<file path="src/rtl/pipe_pkg.sv">
// rtl/pipe_pkg.sv - shared pipeline-stage types, payload widths and pack/unpack helpers
package pipe_pkg;

    typedef enum logic [1:0] {
        EMPTY = 2'd0,
        BUSY  = 2'd1,
        FULL  = 2'd2
    } pipe_state_t;

    typedef struct packed {
        logic [7:0]  ctrl;
        logic [31:0] pc;
        logic [31:0] op_a;
        logic [31:0] op_b;
        logic [3:0]  dest;
        logic [3:0]  sr;
    } id_exe_t;

    typedef struct packed {
        logic [7:0]  ctrl;
        logic [31:0] pc;
        logic [31:0] alu_res;
        logic [31:0] store_val;
        logic [3:0]  dest;
    } exe_mem_t;

    typedef struct packed {
        logic [3:0]  ctrl;
        logic [31:0] result;
        logic [3:0]  dest;
    } mem_wb_t;

    localparam int ID_EXE_W  = $bits(id_exe_t);
    localparam int EXE_MEM_W = $bits(exe_mem_t);
    localparam int MEM_WB_W  = $bits(mem_wb_t);

    function automatic logic [ID_EXE_W-1:0] pack_id_exe(input id_exe_t p);
        return p;
    endfunction

    function automatic id_exe_t unpack_id_exe(input logic [ID_EXE_W-1:0] d);
        return id_exe_t'(d);
    endfunction

    function automatic logic [EXE_MEM_W-1:0] pack_exe_mem(input exe_mem_t p);
        return p;
    endfunction

    function automatic exe_mem_t unpack_exe_mem(input logic [EXE_MEM_W-1:0] d);
        return exe_mem_t'(d);
    endfunction

    function automatic logic [MEM_WB_W-1:0] pack_mem_wb(input mem_wb_t p);
        return p;
    endfunction

    function automatic mem_wb_t unpack_mem_wb(input logic [MEM_WB_W-1:0] d);
        return mem_wb_t'(d);
    endfunction

endpackage

</file>
<file path="src/rtl/pipe_stage_reg.sv">
// rtl/pipe_stage_reg.sv - parametrised valid/ready pipeline stage register with optional skid buffer
//
// Ports:
//   clk, rst (async, active-high)   clock and reset
//   flush                           synchronous squash of all held entries
//   in_valid/in_ready/in_data       upstream handshake and payload
//   out_valid/out_ready/out_data    downstream handshake and payload
//   occupancy                       number of held entries (0..2)
module pipe_stage_reg
    import pipe_pkg::*;
#(
    parameter int DATA_W         = 32,
    parameter int SKID           = 1,
    parameter int CLEAR_ON_FLUSH = 1
) (
    input  logic              clk,
    input  logic              rst,
    input  logic              flush,
    input  logic              in_valid,
    output logic              in_ready,
    input  logic [DATA_W-1:0] in_data,
    output logic              out_valid,
    input  logic              out_ready,
    output logic [DATA_W-1:0] out_data,
    output logic [1:0]        occupancy
);

    pipe_state_t       state_q;
    logic [DATA_W-1:0] m_q;
    logic              in_fire;
    logic              out_fire;

    assign out_valid = (state_q != EMPTY);
    assign out_data  = m_q;
    assign in_fire   = in_valid & in_ready;
    assign out_fire  = out_valid & out_ready;

    always_comb begin
        occupancy = 2'd0;
        case (state_q)
            BUSY:    occupancy = 2'd1;
            FULL:    occupancy = 2'd2;
            default: occupancy = 2'd0;
        endcase
    end

    generate
        if (SKID != 0) begin : g_skid
            logic [DATA_W-1:0] k_q;
            logic              rdy_q;

            // in_ready is a flop so a stall never ripples combinationally upstream;
            // the second entry lands in K while the stage is stalled.
            assign in_ready = rdy_q;

            always_ff @(posedge clk or posedge rst) begin
                if (rst) begin
                    state_q <= EMPTY;
                    m_q     <= '0;
                    k_q     <= '0;
                    rdy_q   <= 1'b1;
                end else if (flush) begin
                    state_q <= EMPTY;
                    rdy_q   <= 1'b1;
                    if (CLEAR_ON_FLUSH != 0) begin
                        m_q <= '0;
                        k_q <= '0;
                    end
                end else begin
                    case (state_q)
                        EMPTY: begin
                            if (in_fire) begin
                                state_q <= BUSY;
                                m_q     <= in_data;
                            end
                        end
                        BUSY: begin
                            if (in_fire && out_fire) begin
                                m_q <= in_data;
                            end else if (in_fire) begin
                                state_q <= FULL;
                                k_q     <= in_data;
                                rdy_q   <= 1'b0;
                            end else if (out_fire) begin
                                state_q <= EMPTY;
                            end
                        end
                        FULL: begin
                            if (out_fire) begin
                                state_q <= BUSY;
                                m_q     <= k_q;
                                rdy_q   <= 1'b1;
                            end
                        end
                        default: begin
                            state_q <= EMPTY;
                            rdy_q   <= 1'b1;
                        end
                    endcase
                end
            end
        end else begin : g_noskid
            // Single register: accept whenever the held entry leaves this cycle.
            assign in_ready = ~out_valid | out_ready;

            always_ff @(posedge clk or posedge rst) begin
                if (rst) begin
                    state_q <= EMPTY;
                    m_q     <= '0;
                end else if (flush) begin
                    state_q <= EMPTY;
                    if (CLEAR_ON_FLUSH != 0) begin
                        m_q <= '0;
                    end
                end else if (in_fire) begin
                    state_q <= BUSY;
                    m_q     <= in_data;
                end else if (out_fire) begin
                    state_q <= EMPTY;
                end
            end
        end
    endgenerate

endmodule

</file>
<file path="config.mk">
export PLATFORM = sky130hd
export DESIGN_NAME = pipe_stage_reg
export DESIGN_NICKNAME = d
export VERILOG_FILES = /design/src/rtl/pipe_pkg.sv /design/src/rtl/pipe_stage_reg.sv
export SDC_FILE = /design/constraint.sdc
export NUM_CORES = 1
export LEC_CHECK = 0
export ABC_AREA = 1
export CAP_MARGIN = 30
export CELL_PAD_IN_SITES_DETAIL_PLACEMENT = 1
export CELL_PAD_IN_SITES_GLOBAL_PLACEMENT = 1
export CORE_MARGIN = 4
export CORE_UTILIZATION = 23
export CTS_CLUSTER_SIZE = 16
export DETAILED_ROUTE_END_ITERATION = 8
export HOLD_SLACK_MARGIN = 0.1
export PLACE_DENSITY = 0.62
export RECOVER_POWER = 25
export SYNTH_ARGS = -nofsm -noshare
export SYNTH_HDL_FRONTEND = slang
export SYNTH_SLANG_ARGS = --single-unit
export TNS_END_PERCENT = 30
</file>
<file path="constraint.sdc">
create_clock -name clk -period 2.9 [get_ports clk]
set_clock_uncertainty 0.15 [all_clocks]
set_input_delay 0.58 -clock clk [delete_from_list [all_inputs] [get_ports clk]]
set_output_delay 0.58 -clock clk [all_outputs]
set_load 0.02 [all_outputs]
</file>
==> results_dict.tcl, run 1 <==
set metrics [dict create \
    track_usage_pct 11.9 \
    initial_core_util_pct 23.8 \
    crit_arrival_ns 1.72 \
    ir_drop_v 0.000286 \
    reg2regPathDepth 8 \
    io_pins 73 \
    min_to "in_ready" \
    cpMostUsedCell "inv_1" \
    fin_crit_ns 2.45 \
    tritoncts "built" \
    nFillCells 1602 \
    cts_resized 0 \
    cpMaxStageDelayCell "clkdlybuf4s50_1" \
    die_h_um 126 \
    met1_usage_pct 15.1 \
    met2_usage_pct 19.7 \
    hold-path-cell-count 2 \
    setup_tns_ns 0 \
    p_sw_share_pct 34.1 \
    relSlewSlack_pct 61.0 \
    wl_um 8880 \
    dr.pass1.iters 4 \
    reg2reg_setup_slack_ns 0.91 \
    rsz0062_at_grt "no" \
    internal_power_mw 2.41 \
    yosys_warnings 0 \
    multiInputGateArea_sq_mm 0.00120 \
    root_buffer "clkbuf_16" \
    critical_path.max_fanout 5 \
    clkSlewWorstSetupHoldPaths_ns 0.05 \
    clk_latency_ns 0.32 \
    p_per_area_mw_per_mm2 835 \
    syn_to_final_growth_pct 36.6 \
    via_per_inst 4.45 \
    drt_iter0_drc 131 \
    grt_pass1_wl_um 15400 \
    ff_latch_area_sq_mm 0.00168 \
    slew_viol_final 0 \
    grt_overflow_total 0 \
    max_cap_violations 0 \
    num_antenna_cells 0 \
    detail-route-antenna-nets 0 \
    pwr-share-clk_pct 30.2 \
    hold_viol 0 \
    final_util_pct 32.5 \
    crit_chain "inv_1 -> nand2_1 -> inv_1 -> clkdlybuf4s50_1" \
    cp_slowest_stage_delay_ns 0.62 \
    avgSynthCellArea_sq_um 8.83 \
    yosysTopAreaCell "dfrtp_1" \
    io_buffers 72 \
    drcViolationCount 0 \
    critPathKind "reg2out" \
    reg2reg_from "state_q[1]" \
    leakage_nw 1.97 \
    synth.yosys.seq_area_share_pct 52.4 \
    path_depth 4 \
    synth.distinct_cells 19 \
    fp-row-count 42 \
    die_area_sq_mm 0.0159 \
    finalNetCount 465 \
    via_count 2700 \
    switchingPower_mw 1.25 \
    synthesis.nets 400 \
    layout-drive-gt1-share_pct 14.4 \
    cpLargestDelayFamily "buffers and inverters" \
    use_met3_pct 2.62 \
    required_ns 2.17 \
    status "finished, final reports clean" \
    worst_slew_pin_slew_ns 0.584 \
    crit_path_end_kind "output port" \
    synth_area_sq_mm 0.00320 \
    r2r_end "out_data[3]" \
    grt_pass1_vias 3055 \
    grt_antenna_before_repair 0 \
    synthCells 363 \
    post_cts_buffers 0 \
    top_usage_layer "met2" \
    clock_sinks 67 \
    cts_made_buffers 9 \
    die_w_um 126 \
    cp-start-kind "flop" \
    cts_hold_buffers 0 \
    wl_per_cell_um 14.6 \
    synth_top_area_share_pct 51.5 \
    place_hpwl_um 5870 \
    hp-start "in_ready" \
    grt_max_degree 68 \
    core_region_area_sq_mm 0.0135 \
    synth_seq_cells 67 \
    fmax_ghz 0.408 \
    htreeDepth 3 \
    seqPwrFrac_pct 34.7 \
    period_share_pct 84.6 \
    combinationalPowerShare_pct 35.1 \
    hp-class "reg2reg" \
    cp_num_buf_inv 3 \
    synthTopCellsByArea "dfrtp_1 (52%), o21ai_0 (10%), o21ai_2 (8.7%), nand3_1 (5.8%), nand2_1 (5.5%)" \
    setup_viol 0 \
    clock_path_buffers 2 \
    routabilityCongestion 0.731 \
]
-- final cells by class --
| type | instances | area share, % |
|---|---|---|
| Tap cell | 176 | 5.03 |
| Multi-Input combinational cell | 227 | 27.4 |
| Timing Repair Buffer | 80 | 18.6 |
| Sequential cell | 67 | 38.3 |
| Clock buffer | 12 | 6.09 |
| Clock inverter | 2 | 0.800 |
| Inverter | 43 | 3.74 |
-- synth_stat cells, drive strengths merged --
library cell / count
o21ai: 96
dfrtp: 66
nand2: 48
inv: 43
nand3: 37
a21oi: 33
buf: 15
clkbuf: 11
nor2: 11
nand4: 2
dfstp: 1
-- sequential cells by signal, summed over array words and instances, names as in the netlist --
name	flops
g_skid.k_q	32
in_ready	1
out_data	32
state_q	2
-- stage by stage --
step	setup WS (ns)	area (sq um)	hold WS [ns]	std cells	total power, mW
finish	0.447	4380	0.327	607	3.66
global route	0.380	4380	0.355	607	3.88
CTS	0.440	4380	0.332	607	3.73
detailed placement	0.365	4080	0.317	593	2.60
global placement	0.440	4080	0.315	593	2.57
floorplan	0.488	3200	0.323	363	2.06
-- power by group through the flow --
stage / Combinational [mW] / Sequential, mW / Clock (mW)
6_report: 1.28 / 1.27 / 1.10
5_1_grt: 1.40 / 1.30 / 1.18
4_1_cts: 1.31 / 1.28 / 1.14
3_5_place_dp: 1.31 / 1.29 / 0
3_3_place_gp: 1.28 / 1.29 / 0
2_1_floorplan: 0.592 / 1.47 / 0
-- layout by cell type, fill, tap and decap left out --
cell,netlist,routed
a21oi_1,33,33
buf_12,0,3
buf_2,5,1
buf_4,0,5
bufinv_16,0,1
clkbuf_16,0,9
clkbuf_8,0,3
clkdlybuf4s50_1,0,70
clkinv_2,0,1
dfrtp_1,66,66
dfstp_2,1,1
dlygate4sd3_1,0,1
inv_1,41,41
inv_2,1,1
inv_4,1,1
nand2_1,47,46
nand2_2,0,1
nand2_4,1,1
nand3_1,37,37
nand4_1,2,2
nor2_1,9,9
nor2_2,2,2
o21ai_0,64,64
o21ai_2,32,32
-- layer usage --
layer  share of wire, %  up-vias  routed length [um]
li1                   -     1333                   -
met1                 46     1313                4080
met2                 49       46                4380
met3                3.1        8                 275
met4                1.6        0                 145
met5                  0        -                   0
-- worst register-to-register path: stages (launching register included) --
cell and delay, ns:
dfrtp_1 0.43, inv_1 0.10, nand2_1 0.11, nor2_2 0.19, nand2_1 0.13, nand2_4 0.30
buf_12 0.29, nand2_1 0.13, o21ai_2 0.07
-- worst max path at each step --
stage | startpoint | slack [ns] | endpoint
CTS | state_q[1] | 0.44 | occupancy[0]
floorplan | rst | 0.49 | g_skid.k_q[0]
finish | state_q[1] | 0.45 | occupancy[0]
detailed placement | out_ready | 0.36 | out_data[3]
global placement | out_ready | 0.44 | out_data[16]
global route | state_q[1] | 0.38 | occupancy[0]
-- logic make-up (layout without fill, tap and decap cells) --
| group | Yosys count | in the layout | synth area share, % |
|---|---|---|---|
| compound gates | 129 | 129 | 23.9 |
| buf+inv | 69 | 137 | 10.3 |
| flops | 67 | 67 | 52.4 |
| simple gates | 98 | 98 | 13.5 |
Power figures use the tool's default switching activity.
==> run 2, diff against run 1 <==
PLACE_DENSITY = 0.64   (was 0.62)
clock period = 2.2 ns   (was 2.9 ns; I/O delays follow)
==> run 2 against run 1 <==
Compared with the run above:
- sequential share of layout area down 0.48 points
- total power grew 39%
- die area unchanged
- sequential cell count is the same
- register-to-register slack worse by 0.45 ns
- largest power group unchanged
- first-iteration DRC count decreased by 42%
- global-route usage is 0.11 points higher
- clock power increased by 52%
- routed wire length is 1.7% higher
==> results_dict.tcl, run 2 (synthesis results as in run 1) <==
set metrics [dict create \
    crit_arrival_ns 1.48 \
    use_met3_pct 3.22 \
    cpMaxStageDelayCell "clkdlybuf4s50_1" \
    fmax_ghz 0.483 \
    crit_path_end_kind "output port" \
    die_h_um 126 \
    crit_chain "clkdlybuf4s50_1" \
    fp-row-count 42 \
    clkSlewWorstSetupHoldPaths_ns 0.06 \
    io_pins 73 \
    top_usage_layer "met2" \
    relSlewSlack_pct 55.4 \
    holdWs_ns 0.326 \
    routabilityCongestion 0.761 \
    final_common_cell "clkdlybuf4s50_1" \
    hp-class "reg2reg" \
    via_count 2803 \
    hold_viol 0 \
    grt_max_degree 65 \
    fin_crit_ns 2.07 \
    critical_path.max_fanout 3 \
    slew_viol_final 0 \
    cts_made_buffers 9 \
    ir_drop_v 0.000402 \
    cp_num_buf_inv 1 \
    grt_pass1_wl_um 15500 \
    clk_latency_ns 0.33 \
    max_cap_violations 0 \
    period_share_pct 94.1 \
    wl_um 9030 \
    finalNetCount 469 \
    htreeDepth 3 \
    grt_antenna_before_repair 0 \
    final_util_pct 32.9 \
    clock_path_buffers 2 \
    drcViolationCount 0 \
    dr.pass1.iters 4 \
    setup_tns_ns 0 \
    hold-path-cell-count 2 \
    syn_to_final_growth_pct 38.3 \
    die_w_um 126 \
    p_per_area_mw_per_mm2 1150 \
    core_region_area_sq_mm 0.0135 \
    track_usage_pct 12.0 \
    critPathKind "reg2out" \
    required_ns 1.61 \
    io_buffers 72 \
    path_depth 1 \
    wl_per_cell_um 14.7 \
    cpLargestDelayFamily "buffers and inverters" \
    leakage_nw 2.01 \
    via_per_inst 4.57 \
    drt_iter0_drc 76 \
    worst_slew_pin_slew_ns 0.669 \
    setup_viol 0 \
    reg2reg_setup_slack_ns 0.46 \
    grt_overflow_total 0 \
    grt_pass1_vias 3046 \
    cp_slowest_stage_delay_ns 0.61 \
    finalPower_mw 5.07 \
    status "finished, final reports clean" \
    layout-drive-gt1-share_pct 15.6 \
    detail-route-antenna-nets 0 \
    met1_usage_pct 15.2 \
    cp-start-kind "flop" \
    final_cell_mix "clkdlybuf4s50_1 (67), dfrtp_1 (66), o21ai_0 (64), nand2_1 (46), inv_1 (40)" \
    reg2regPathDepth 6 \
    root_buffer "clkbuf_16" \
    rsz0062_at_grt "no" \
    num_antenna_cells 0 \
    clock_sinks 67 \
    initial_core_util_pct 23.8 \
    met2_usage_pct 19.9 \
    tritoncts "built" \
    die_area_sq_mm 0.0159 \
    place_hpwl_um 6150 \
]
==> run 2: per-stage QoR <==
step / std cells / cell area (sq um) / setup WS (ns)
2_1_floorplan: 363 / 3210 / 0.594
3_3_place_gp: 597 / 4120 / 0.145
3_5_place_dp: 597 / 4120 / 0.131
4_1_cts: 613 / 4460 / 0.0119
5_1_grt: 613 / 4430 / 0.0772
6_report: 613 / 4430 / 0.131
==> run 2: area by class of cell <==
cell class,instances,area (sq um)
Timing Repair Buffer,84,826
Inverter,43,165
Clock buffer,11,243
Multi-Input combinational cell,227,1200
Fill cell,1602,9020
Tap cell,176,220
Sequential cell,67,1680
Clock inverter,5,100
==> run 2: path summary, 6_finish.rpt <==
path | start | end
max | in_ready | in_ready
min | in_ready | in_ready
max reg2reg | state_q[0] | out_data[13]
min reg2reg | in_ready | in_ready
max in group asynchronous | rst | g_skid.k_q[14]
min in group asynchronous | rst | g_skid.k_q[24]
==> run 2: layer usage <==
| layer | vias to the layer above | routed length (um) | share of wire (%) |
|---|---|---|---|
| li1 | 1344 | - | - |
| met1 | 1393 | 4040 | 45 |
| met2 | 56 | 4450 | 49 |
| met3 | 10 | 395 | 4.4 |
| met4 | 0 | 149 | 1.6 |
| met5 | - | 0 | 0 |
==> run 2: report_power, final <==
part	leakage [nW]	internal (mW)	switching, mW
sequential	0.897	1.51	0.170
clock	0.169	1.13	0.538
combinational	0.945	0.736	0.990
total	2.01	3.38	1.70
==> run 2: what timing repair did <==
item	4_1_cts	5_1_grt
endpoints found under the hold margin	0	0
setup endpoints to repair	2	1
buffers inserted	0	0
gates cloned	0	0
hold buffers	0	0
gates resized for setup	2	1
==> run 3, diff against run 2 <==
SLEW_MARGIN = 20   (was default)
==> results of run 3 <==
Final layout, timing and power as in run 2 (identical DEF).
